$ cat src/rtl/pc_seq.sv
// Program-counter sequencer for the fetch stage: IDLE/RUN/HALT FSM with a valid/ready PC offer.
// Define CALL_STACK_EN to build the hardware return-address stack (call/ret).
module pc_seq #(
    parameter int                 WIDTH       = 16,
    parameter logic [WIDTH-1:0]   RESET_VEC   = '0,
    parameter int                 STACK_DEPTH = 4
) (
    input  logic             clk,
    input  logic             rst,
    input  logic             load,
    input  logic [WIDTH-1:0] load_addr,
    input  logic             inc,
    input  logic             halt,
    input  logic             fetch_ready,
    input  logic             call,
    input  logic             ret,
    output logic [WIDTH-1:0] pc_out,
    output logic             pc_valid,
    output logic             stack_full,
    output logic             stack_empty
);

    typedef enum logic [1:0] {
        S_IDLE,
        S_RUN,
        S_HALT
    } state_t;

    localparam logic [WIDTH-1:0] ONE = WIDTH'(1);

    state_t           r_state;
    state_t           w_state_nxt;
    logic [WIDTH-1:0] r_pc;
    logic [WIDTH-1:0] w_pc_nxt;
    logic             r_valid;
    logic             w_valid_nxt;
    logic             w_accept;
    logic             w_push;
    logic             w_pop;

    assign w_accept = r_valid & fetch_ready;

`ifdef CALL_STACK_EN
    localparam int               SP_W    = $clog2(STACK_DEPTH) + 1;
    localparam logic [SP_W-1:0]  DEPTH_L = SP_W'(STACK_DEPTH);

    logic [WIDTH-1:0] r_stack [STACK_DEPTH];
    logic [SP_W-1:0]  r_sp;
    logic [SP_W-1:0]  w_sp_nxt;
    logic [SP_W-1:0]  w_sp_m1;
    logic [WIDTH-1:0] w_top;
    logic             r_full;
    logic             r_empty;

    assign w_sp_m1 = r_sp - SP_W'(1);
    assign w_top   = r_stack[w_sp_m1[SP_W-2:0]];
`endif

    always_comb begin
        w_state_nxt = r_state;
        w_pc_nxt    = r_pc;
        w_valid_nxt = r_valid;
        w_push      = 1'b0;
        w_pop       = 1'b0;
        unique case (r_state)
            S_IDLE: begin
                w_state_nxt = S_RUN;
                w_valid_nxt = 1'b1;
            end
            S_RUN: begin
                if (halt) begin
                    w_state_nxt = S_HALT;
                    w_valid_nxt = 1'b0;
                end else if (load) begin
                    w_pc_nxt    = load_addr;
                    w_valid_nxt = 1'b1;
                end
`ifdef CALL_STACK_EN
                else if (w_accept && call) begin
                    // A full stack drops the push but the jump still happens
                    w_pc_nxt = load_addr;
                    w_push   = ~r_full;
                end else if (w_accept && ret) begin
                    if (r_empty) begin
                        w_pc_nxt = r_pc + ONE;
                    end else begin
                        w_pc_nxt = w_top;
                        w_pop    = 1'b1;
                    end
                end
`endif
                else if (inc && w_accept) begin
                    w_pc_nxt = r_pc + ONE;
                end
            end
            S_HALT: begin
                if (load) begin
                    w_state_nxt = S_RUN;
                    w_pc_nxt    = load_addr;
                    w_valid_nxt = 1'b1;
                end
            end
            default: begin
                w_state_nxt = S_IDLE;
                w_valid_nxt = 1'b0;
            end
        endcase
    end

    always_ff @(posedge clk or posedge rst) begin
        if (rst) begin
            r_state <= S_IDLE;
            r_pc    <= RESET_VEC;
            r_valid <= 1'b0;
        end else begin
            r_state <= w_state_nxt;
            r_pc    <= w_pc_nxt;
            r_valid <= w_valid_nxt;
        end
    end

`ifdef CALL_STACK_EN
    always_comb begin
        w_sp_nxt = r_sp;
        if (w_push) begin
            w_sp_nxt = r_sp + SP_W'(1);
        end else if (w_pop) begin
            w_sp_nxt = w_sp_m1;
        end
    end

    always_ff @(posedge clk or posedge rst) begin
        if (rst) begin
            r_sp    <= '0;
            r_full  <= 1'b0;
            r_empty <= 1'b1;
        end else begin
            r_sp    <= w_sp_nxt;
            r_full  <= (w_sp_nxt == DEPTH_L);
            r_empty <= (w_sp_nxt == '0);
        end
    end

    // Storage needs no reset; the pointer alone defines what is live
    always_ff @(posedge clk) begin
        if (w_push) begin
            r_stack[r_sp[SP_W-2:0]] <= r_pc + ONE;
        end
    end

    assign stack_full  = r_full;
    assign stack_empty = r_empty;
`else
    logic w_unused;
    assign w_unused = ^{call, ret, w_push, w_pop, STACK_DEPTH[0]};

    assign stack_full  = 1'b0;
    assign stack_empty = 1'b1;
`endif

    assign pc_out   = r_pc;
    assign pc_valid = r_valid;

endmodule

$ cat config.mk
export PLATFORM = sky130hd
export DESIGN_NAME = pc_seq
export DESIGN_NICKNAME = d
export VERILOG_FILES = /design/src/rtl/pc_seq.sv
export SDC_FILE = /design/constraint.sdc
export NUM_CORES = 1
export LEC_CHECK = 0
export ABC_AREA = 1
export CAP_MARGIN = 40
export CORE_MARGIN = 2
export CORE_UTILIZATION = 28
export DETAILED_ROUTE_END_ITERATION = 6
export PLACE_DENSITY_LB_ADDON = 0.15
export SLEW_MARGIN = 20
export SYNTH_ARGS = -nofsm -noshare
export SYNTH_HDL_FRONTEND = slang
export SYNTH_SLANG_ARGS = --single-unit
$ cat constraint.sdc
create_clock -name clk -period 3.76 [get_ports clk]
set_clock_uncertainty 0.05 [all_clocks]
set_input_delay 0.564 -clock clk [delete_from_list [all_inputs] [get_ports clk]]
set_output_delay 0.564 -clock clk [all_outputs]
set_load 0.005 [all_outputs]
==> results of run 1 <==
through the flow:
step / area (sq um) / cells / worst slack (ns) / hold WS (ns) / total power, mW
6_report: 1790 / 298 / 1.69 / 0.404 / 1.21
5_1_grt: 1790 / 298 / 1.50 / 0.414 / 1.36
4_1_cts: 1780 / 297 / 1.63 / 0.493 / 1.23
2_1_floorplan: 1330 / 207 / 2.39 / 0.461 / 0.798
3_3_place_gp: 1720 / 292 / 1.26 / 0.472 / 1.06
3_5_place_dp: 1730 / 293 / 1.36 / 0.471 / 1.08
area by class of cell:
cell class                 instances  area [sq um]
clock buffer                       4          45.0
sequential                        19           475
multi-input combinational        159           713
inverter                          22          82.6
timing repair buffer              40           410
tap                               54          67.6
fill                             501          2840
worst max-delay path: cells and delay by family:
| family | cells | cell delay [ns] |
|---|---|---|
| AOI/OAI and AO/OA | 1 | 0.09 |
| buffers and inverters | 2 | 0.68 |
| and+or+nand+nor | 3 | 0.83 |
Yosys cell counts, drive strengths merged:
| cell type | n | share of area |
|---|---|---|
| xor2 | 4 | 0.026 |
| nand3 | 17 | 0.064 |
| o31ai | 1 | 0.0057 |
| or2 | 1 | 0.0047 |
| nor3 | 1 | 0.0038 |
| o21ai | 13 | 0.049 |
| nand2 | 69 | 0.20 |
| dfrtp | 19 | 0.36 |
| a21oi | 1 | 0.0038 |
| ha | 1 | 0.0094 |
| buf | 7 | 0.042 |
| inv | 22 | 0.062 |
| conb | 2 | 0.0057 |
| xnor2 | 3 | 0.020 |
| nand4 | 3 | 0.014 |
| o211ai | 1 | 0.0057 |
| nor2 | 42 | 0.13 |
registers in the layout (all words and copies together), names as in the netlist:
signal    cells
pc_out       16
r_state       2
pc_valid      1
how the worst max path moves through the flow:
stage	slack, ns	from	end	cells after the start
2_1_floorplan	2.39	pc_out[1]$_DFFE_PP0P_	pc_out[14]$_DFFE_PP0P_	8
3_3_place_gp	1.26	load	pc_out[1]$_DFFE_PP0P_	7
3_5_place_dp	1.36	load	pc_out[1]$_DFFE_PP0P_	6
4_1_cts	1.63	load	pc_out[1]$_DFFE_PP0P_	6
5_1_grt	1.50	load	pc_out[1]$_DFFE_PP0P_	6
6_report	1.69	load	pc_out[1]$_DFFE_PP0P_	6
layer usage:
metal / wire, um / GRT usage / up-vias
met5: 0 / 0 / -
met4: 19 / 0.0370 / 0
met3: 135 / 0.0235 / 2
met2: 1520 / 0.234 / 38
met1: 1550 / 0.189 / 561
li1: - / - / 707
power by group through the flow:
stage | Combinational [mW] | Sequential (mW) | Clock (mW)
after floorplan | 0.368 | 0.430 | 0
after global placement | 0.603 | 0.458 | 0
after detailed placement | 0.622 | 0.456 | 0
after CTS | 0.624 | 0.454 | 0.155
after global routing | 0.722 | 0.475 | 0.161
final | 0.615 | 0.452 | 0.147
cells in the final DEF, fill, tap and decap left out, types with 2 or more instances in the layout:
cell type,netlist,routed
sky130_fd_sc_hd__nand4_1,3,3
sky130_fd_sc_hd__buf_8,0,2
sky130_fd_sc_hd__dfrtp_1,19,19
sky130_fd_sc_hd__nor2_1,39,39
sky130_fd_sc_hd__conb_1,2,2
sky130_fd_sc_hd__clkdlybuf4s50_1,0,38
sky130_fd_sc_hd__nor2_2,2,2
sky130_fd_sc_hd__xor2_1,4,4
sky130_fd_sc_hd__xnor2_1,3,3
sky130_fd_sc_hd__nand3_1,17,17
sky130_fd_sc_hd__o21ai_0,10,10
sky130_fd_sc_hd__clkbuf_8,0,3
sky130_fd_sc_hd__o21ai_1,3,3
sky130_fd_sc_hd__inv_1,19,19
sky130_fd_sc_hd__inv_2,3,3
sky130_fd_sc_hd__nand2_1,68,68
kinds of logic after synthesis:
logic type                 after synthesis  share of synthesized area
and+or+nand+nor                        133                      0.412
buffers and inverters                   29                      0.104
DFF                                     19                      0.358
AOI/OAI and AO/OA                       16                     0.0641
xor gates and xnor gates                 7                     0.0462
other                                    2                    0.00566
adders and majority gates                1                    0.00943
==> out/results.txt, run 1 <==
The flow ran to the end, and the final reports show no timing, DRC or antenna violations. The longest clock path from root to sink contains 2 buffers. The tools report the DRC violation total after the first TritonRoute iteration as 60. 43 I/O pins were placed. For the largest net degree at the start of global routing, the log shows 25. The max-cap check violation count is 0. The number of global-route vias before repair was 1303. The number of antenna violations at the first check in global routing is 0.

For the max-slew violation total from the final report, the log shows 0. Kind of critical path: in2reg. Of all nets on the critical path, the largest fanout is 24. During placement, the flow inserted port buffers numbering 38. The sort of element at the start of the critical path was an input port. Summed over all layers, the global routing overflow is 0.

The maximum vdd drop was 241 uV; the synthesized area per cell was 6.41 sq um. The fraction of power spent switching nets works out to 0.420. The horizontal extent of the die is 72.8 um. The share of synthesized area occupied by flip-flops and latches is 0.358, and the share of the core filled with cells in the final layout is 0.388. The growth of design area from synthesis to finish was 35.3%; the count of mapped cells out of synthesis was 207. The length of the first detailed-routing pass in iterations came out at 4.

The worst endpoint required time was 3.86 ns. The wire length per cell after detailed routing came out at 10.8 um. CTS placed an instance of sky130_fd_sc_hd__clkbuf_8 at the clock tree root.

The logs give 2.17 ns for the critical path arrival and 1308 for the total number of vias. In this run the register-to-register setup slack is 2.00 ns. The count of unresolved DRC violations after routing is 0.

The clock-pin slew on the worst setup and hold paths was 0.07 ns; the area of the core was 4630 sq um. In this run, CTS created clock tree buffers numbering 3. The run gives 270 as the number of nets at the end of the flow. For the H-tree depth, the log shows 1. Share of total power in the clock network: 0.121.

The routed design has 3230 um of wire. The final weighted congestion in routability-driven placement is 0.734. The part of the power in registers is 0.372. The cell row count was 25; the estimated wirelength of the detail-placed design was 2380 um. After routing, the total negative slack on setup checks comes to 0 ns.

Aggregate global-route resource usage: 0.140. In this run the power spent charging and discharging nets is 510 uW. The clock period could shrink to 2.07 ns.

The measured slew at the worst slew-check pin was 0.593 ns; the worst reg2reg path depth was 7. The run gives 704 uW as the internal portion of total power. For the number of library cell types mapped by synthesis, the log shows 24. After synthesis the cells add up to 1330 sq um. The tools report the count of endpoints failing setup in the final report as 0. In this run the critical register-to-register path is launched from r_state[1]$_DFFE_PP0P_.

The logs give 0.506 for the share of total power in combinational logic and 0.286 for the effective utilization at floorplan. The first global-routing pass estimated 5910 um of wire. For this design the static power due to leakage is 0.879 nW.

The synthesized design contains 19 register bits. The run gives 0.26 ns as the clock network latency to the later pin of the worst-skew pair. The via density per instance came out at 4.39. In this run the power density over the cells is 677 nW/um^2. Type of the tightest min-delay check: in2async. The tools report the full die area as 5300 sq um. The worst setup path is captured at a register. TritonCTS built the clock tree.

Static timing analysis puts the maximum clock frequency at 483 MHz. The signal on the critical path passes through clkdlybuf4s50_1 -> nor2_4 -> inv_2 -> or2_0 -> o211ai_1 -> nand2_1. The relative slew slack is 0.604, and the clock sink total is 19. The number of nets in the synthesized netlist was 232. The height of the die is 72.8 um. In this run the critical register-to-register path is captured at pc_out[1]$_DFFE_PP0P_. The count of buffers added by post-CTS timing repair for setup is 0. The yosys synthesis warning count is 0, and the final critical-path share of the clock period is 0.551.

Total count of hold-check failures in the final report: 0. In this run, post-CTS repair resized a total of 0 instances. Setup repair after global routing left no endpoint under its margin. The layout cell share with drive strength beyond 1 came out at 0.0492.

In this design, the stage delay of the slowest critical-path cell is 0.53 ns. The run gives 0 as the number of diodes. The number of buffers inserted by hold repair at cts was 0. The slowest stage of the critical path is the sky130_fd_sc_hd__nor2_4 cell. The detail route stage leaves a number of antenna-violating nets equal to 0.
Power figures use the tool's default switching activity.
==> run 2, diff against run 1 <==
==> constraint.sdc (replaced) <==
create_clock -name clk -period 2 [get_ports clk]
set_clock_uncertainty 0.05 [all_clocks]
set_input_delay 0.3 -clock clk [delete_from_list [all_inputs] [get_ports clk]]
set_output_delay 0.3 -clock clk [all_outputs]
set_load 0.005 [all_outputs]
==> out/results.txt, run 2 (same netlist as run 1, synthesis figures left out) <==
The tools report the count of unresolved DRC violations after routing as 0 (unchanged). For the aggregate global-route resource usage, the log shows 0.137 (-0.00317). The length of the first detailed-routing pass in iterations was 4 (unchanged); the growth of design area from synthesis to finish was 35.8%. The placement-stage cell area was 1760 sq um (+1.3%). The tools report the total I/O pin count as 43 (unchanged). Number of placed instances with taps included: 297 (+1.4%).

Layout cell share with drive strength beyond 1: 0.0607 (+0.0115). The remaining number of nets flagged by the antenna check after routing was 0 (unchanged). The run finished with clean final reports.

The critical path arrival came out at 1.27 ns (-0.90 ns). The number of buffers created by CTS was 3 (unchanged). The run gives 0 ns (unchanged) as the final setup TNS. TritonCTS built the clock tree.

The estimated wirelength of the detail-placed design is 2440 um (+2.9%), and the final weighted congestion in routability-driven placement is 0.760 (+3.5%). For the number of antenna violations at the first check in global routing, the log shows 0 (unchanged). The port buffer count is 38 (unchanged). The wire length per cell after detailed routing is 10.5 um (-2.8%). The tools report the area of the core as 4630 sq um (unchanged). The cell depth of the worst setup path was 1 (-5). The DRC violation total after the first TritonRoute iteration is 61 (+1.7%), and the via density per instance is 4.43 (+0.82%). Clock-pin slew on the worst setup and hold paths: 0.08 ns (about the same). The family with the most delay on the worst path was buffers and inverters. STA classifies the critical path startpoint as a register. Most common cell after layout, fill and taps aside: sky130_fd_sc_hd__nand2_1. The highest achievable clock rate is 617 MHz, and the power consumption is 2.27 mW (+87%). The count of buffers added by post-CTS timing repair for setup is 0 (unchanged), and the number of flip-flops under the largest register name is 16 (unchanged). The run gives 2 (unchanged) as the maximum buffer depth of the clock tree. The global-route wire length before repair was 5750 um (-2.8%).

The tools report the number of gates given a new drive strength after cts as 0 (unchanged). For the final standard cell count with taps included and fillers excluded, the log shows 301 (+1.0%). The run gives 0 (unchanged) as the number of buffers inserted by hold repair at cts.

The worst path needs 1.62 ns of the cycle, external delays included. Aggregate global routing overflow: 0 (unchanged). The run gives 1800 sq um (+0.42%) as the area of all placed cells without fillers. The top cell types in the final layout, fill and taps aside, are 68 x sky130_fd_sc_hd__nand2_1, 39 x sky130_fd_sc_hd__nor2_1, 38 x sky130_fd_sc_hd__clkdlybuf4s50_1, 19 x sky130_fd_sc_hd__inv_1, 19 x sky130_fd_sc_hd__dfrtp_1. The effective utilization at floorplan is 0.286 (unchanged).

For the total number of vias, the log shows 1332 (+1.8%). The final critical-path share of the clock period works out to 0.810. The cell area power density is 1260 nW/um^2 (+87%). For the H-tree depth, the log shows 1 (unchanged).

For the number of diodes, the log shows 0 (unchanged). The height of the die came out at 72.8 um (unchanged). Critical path endpoint category: a primary output.

The largest net degree at the start of global routing was 20 (-20%). In this run the worst hold path is classified as in2async. The post-route worst hold slack came out at 0.310 ns (-0.0940 ns). Setup repair after global routing left no endpoint under its margin. The logs give 0.26 ns (about the same) for the clock network latency to the later pin of the worst-skew pair and 1.65 ns (-2.21 ns) for the worst endpoint required time.

The number of global-route vias before repair is 1267 (-2.8%). Number of nets at the end of the flow: 273 (+1.1%). For the max-slew violation total from the final report, the log shows 0 (unchanged). The run gives 3170 um (-1.9%) as the total length of routed wires. The tools report the cell row count as 25 (unchanged). The static leakage is 0.888 nW (+0.97%). The longest individual stage delay on the worst path is 0.54 ns (about the same), and the buffering stage count on the worst path with inverters included is 1 (-1). The count of endpoints failing setup in the final report is 0 (unchanged). Walking the worst path, the cells encountered are clkdlybuf4s50_1. The worst reg2reg path depth works out to 8 (+1).

The logs give 5300 sq um (unchanged) for the full die area and 19 (unchanged) for the clock sink total. The tools report the total count of hold-check failures in the final report as 0 (unchanged). The horizontal extent of the die was 72.8 um (unchanged).

The critical path is of the reg2out type. The largest fanout on the critical path was 6 (-75%). Max-cap check violation count: 0 (unchanged). The tools report the root buffer cell as sky130_fd_sc_hd__clkbuf_8. The slowest cell on the critical path was sky130_fd_sc_hd__clkdlybuf4s50_1. The tools report the maximum vdd drop as 556 uV (+130%).
-- run 2: cell types whose count changed in the layout (fill, tap and decap cells not counted) --
cell                    change
sky130_fd_sc_hd__buf_8      -2
sky130_fd_sc_hd__buf_4      +5
-- run 2: final timing paths --
kind	slack, ns	end	startpoint
worst max register to register	0.43	pc_out[14]$_DFFE_PP0P_	pc_out[1]$_DFFE_PP0P_
max in group asynchronous	1.38	pc_out[1]$_DFFE_PP0P_	rst
worst min-delay path	0.31	pc_out[0]$_DFFE_PP0P_	rst
worst max-delay path	0.38	pc_out[7]	pc_out[7]$_DFFE_PP0P_
worst min register to register	0.48	pc_out[15]$_DFFE_PP0P_	pc_out[15]$_DFFE_PP0P_
min in group clk	0.48	pc_out[15]$_DFFE_PP0P_	pc_out[15]$_DFFE_PP0P_
-- run 2: stage by stage --
step                      setup slack (ns)   util
after floorplan                      0.634      -
after global routing                 0.230  0.389
final                                0.379  0.389
after detailed placement             0.257  0.379
after CTS                            0.367  0.389
after global placement               0.277  0.379
-- run 2: power by group --
| part | internal (mW) | switching [mW] |
|---|---|---|
| clock network | 0.142 | 0.132 |
| registers | 0.575 | 0.270 |
| logic | 0.615 | 0.542 |
-- run 2: worst register-to-register path, cell delays in order, from the launching register on --
cell                      delay [ns]
sky130_fd_sc_hd__dfrtp_1        0.42
sky130_fd_sc_hd__ha_1           0.21
sky130_fd_sc_hd__nand3_1        0.18
sky130_fd_sc_hd__nor2_1         0.26
sky130_fd_sc_hd__nand3_1        0.10
sky130_fd_sc_hd__nand2_1        0.07
sky130_fd_sc_hd__nand3_1        0.06
sky130_fd_sc_hd__nand2_1        0.06
sky130_fd_sc_hd__nand2_1        0.04
-- run 2: per-layer routing --
layer | vias to the layer above | GRT usage | wire (um)
met2 | 37 | 0.226 | 1460
met5 | - | 0 | 0
met1 | 575 | 0.182 | 1520
met4 | 0 | 0.0309 | 28
met3 | 2 | 0.0331 | 158
li1 | 718 | - | -
-- run 2: layout make-up --
cell class	instances	area (sq um)
Sequential cell	19	475
Tap cell	54	67.6
Timing Repair Buffer	43	418
Multi-Input combinational cell	159	713
Clock buffer	4	45.0
Inverter	22	82.6
Fill cell	528	2830
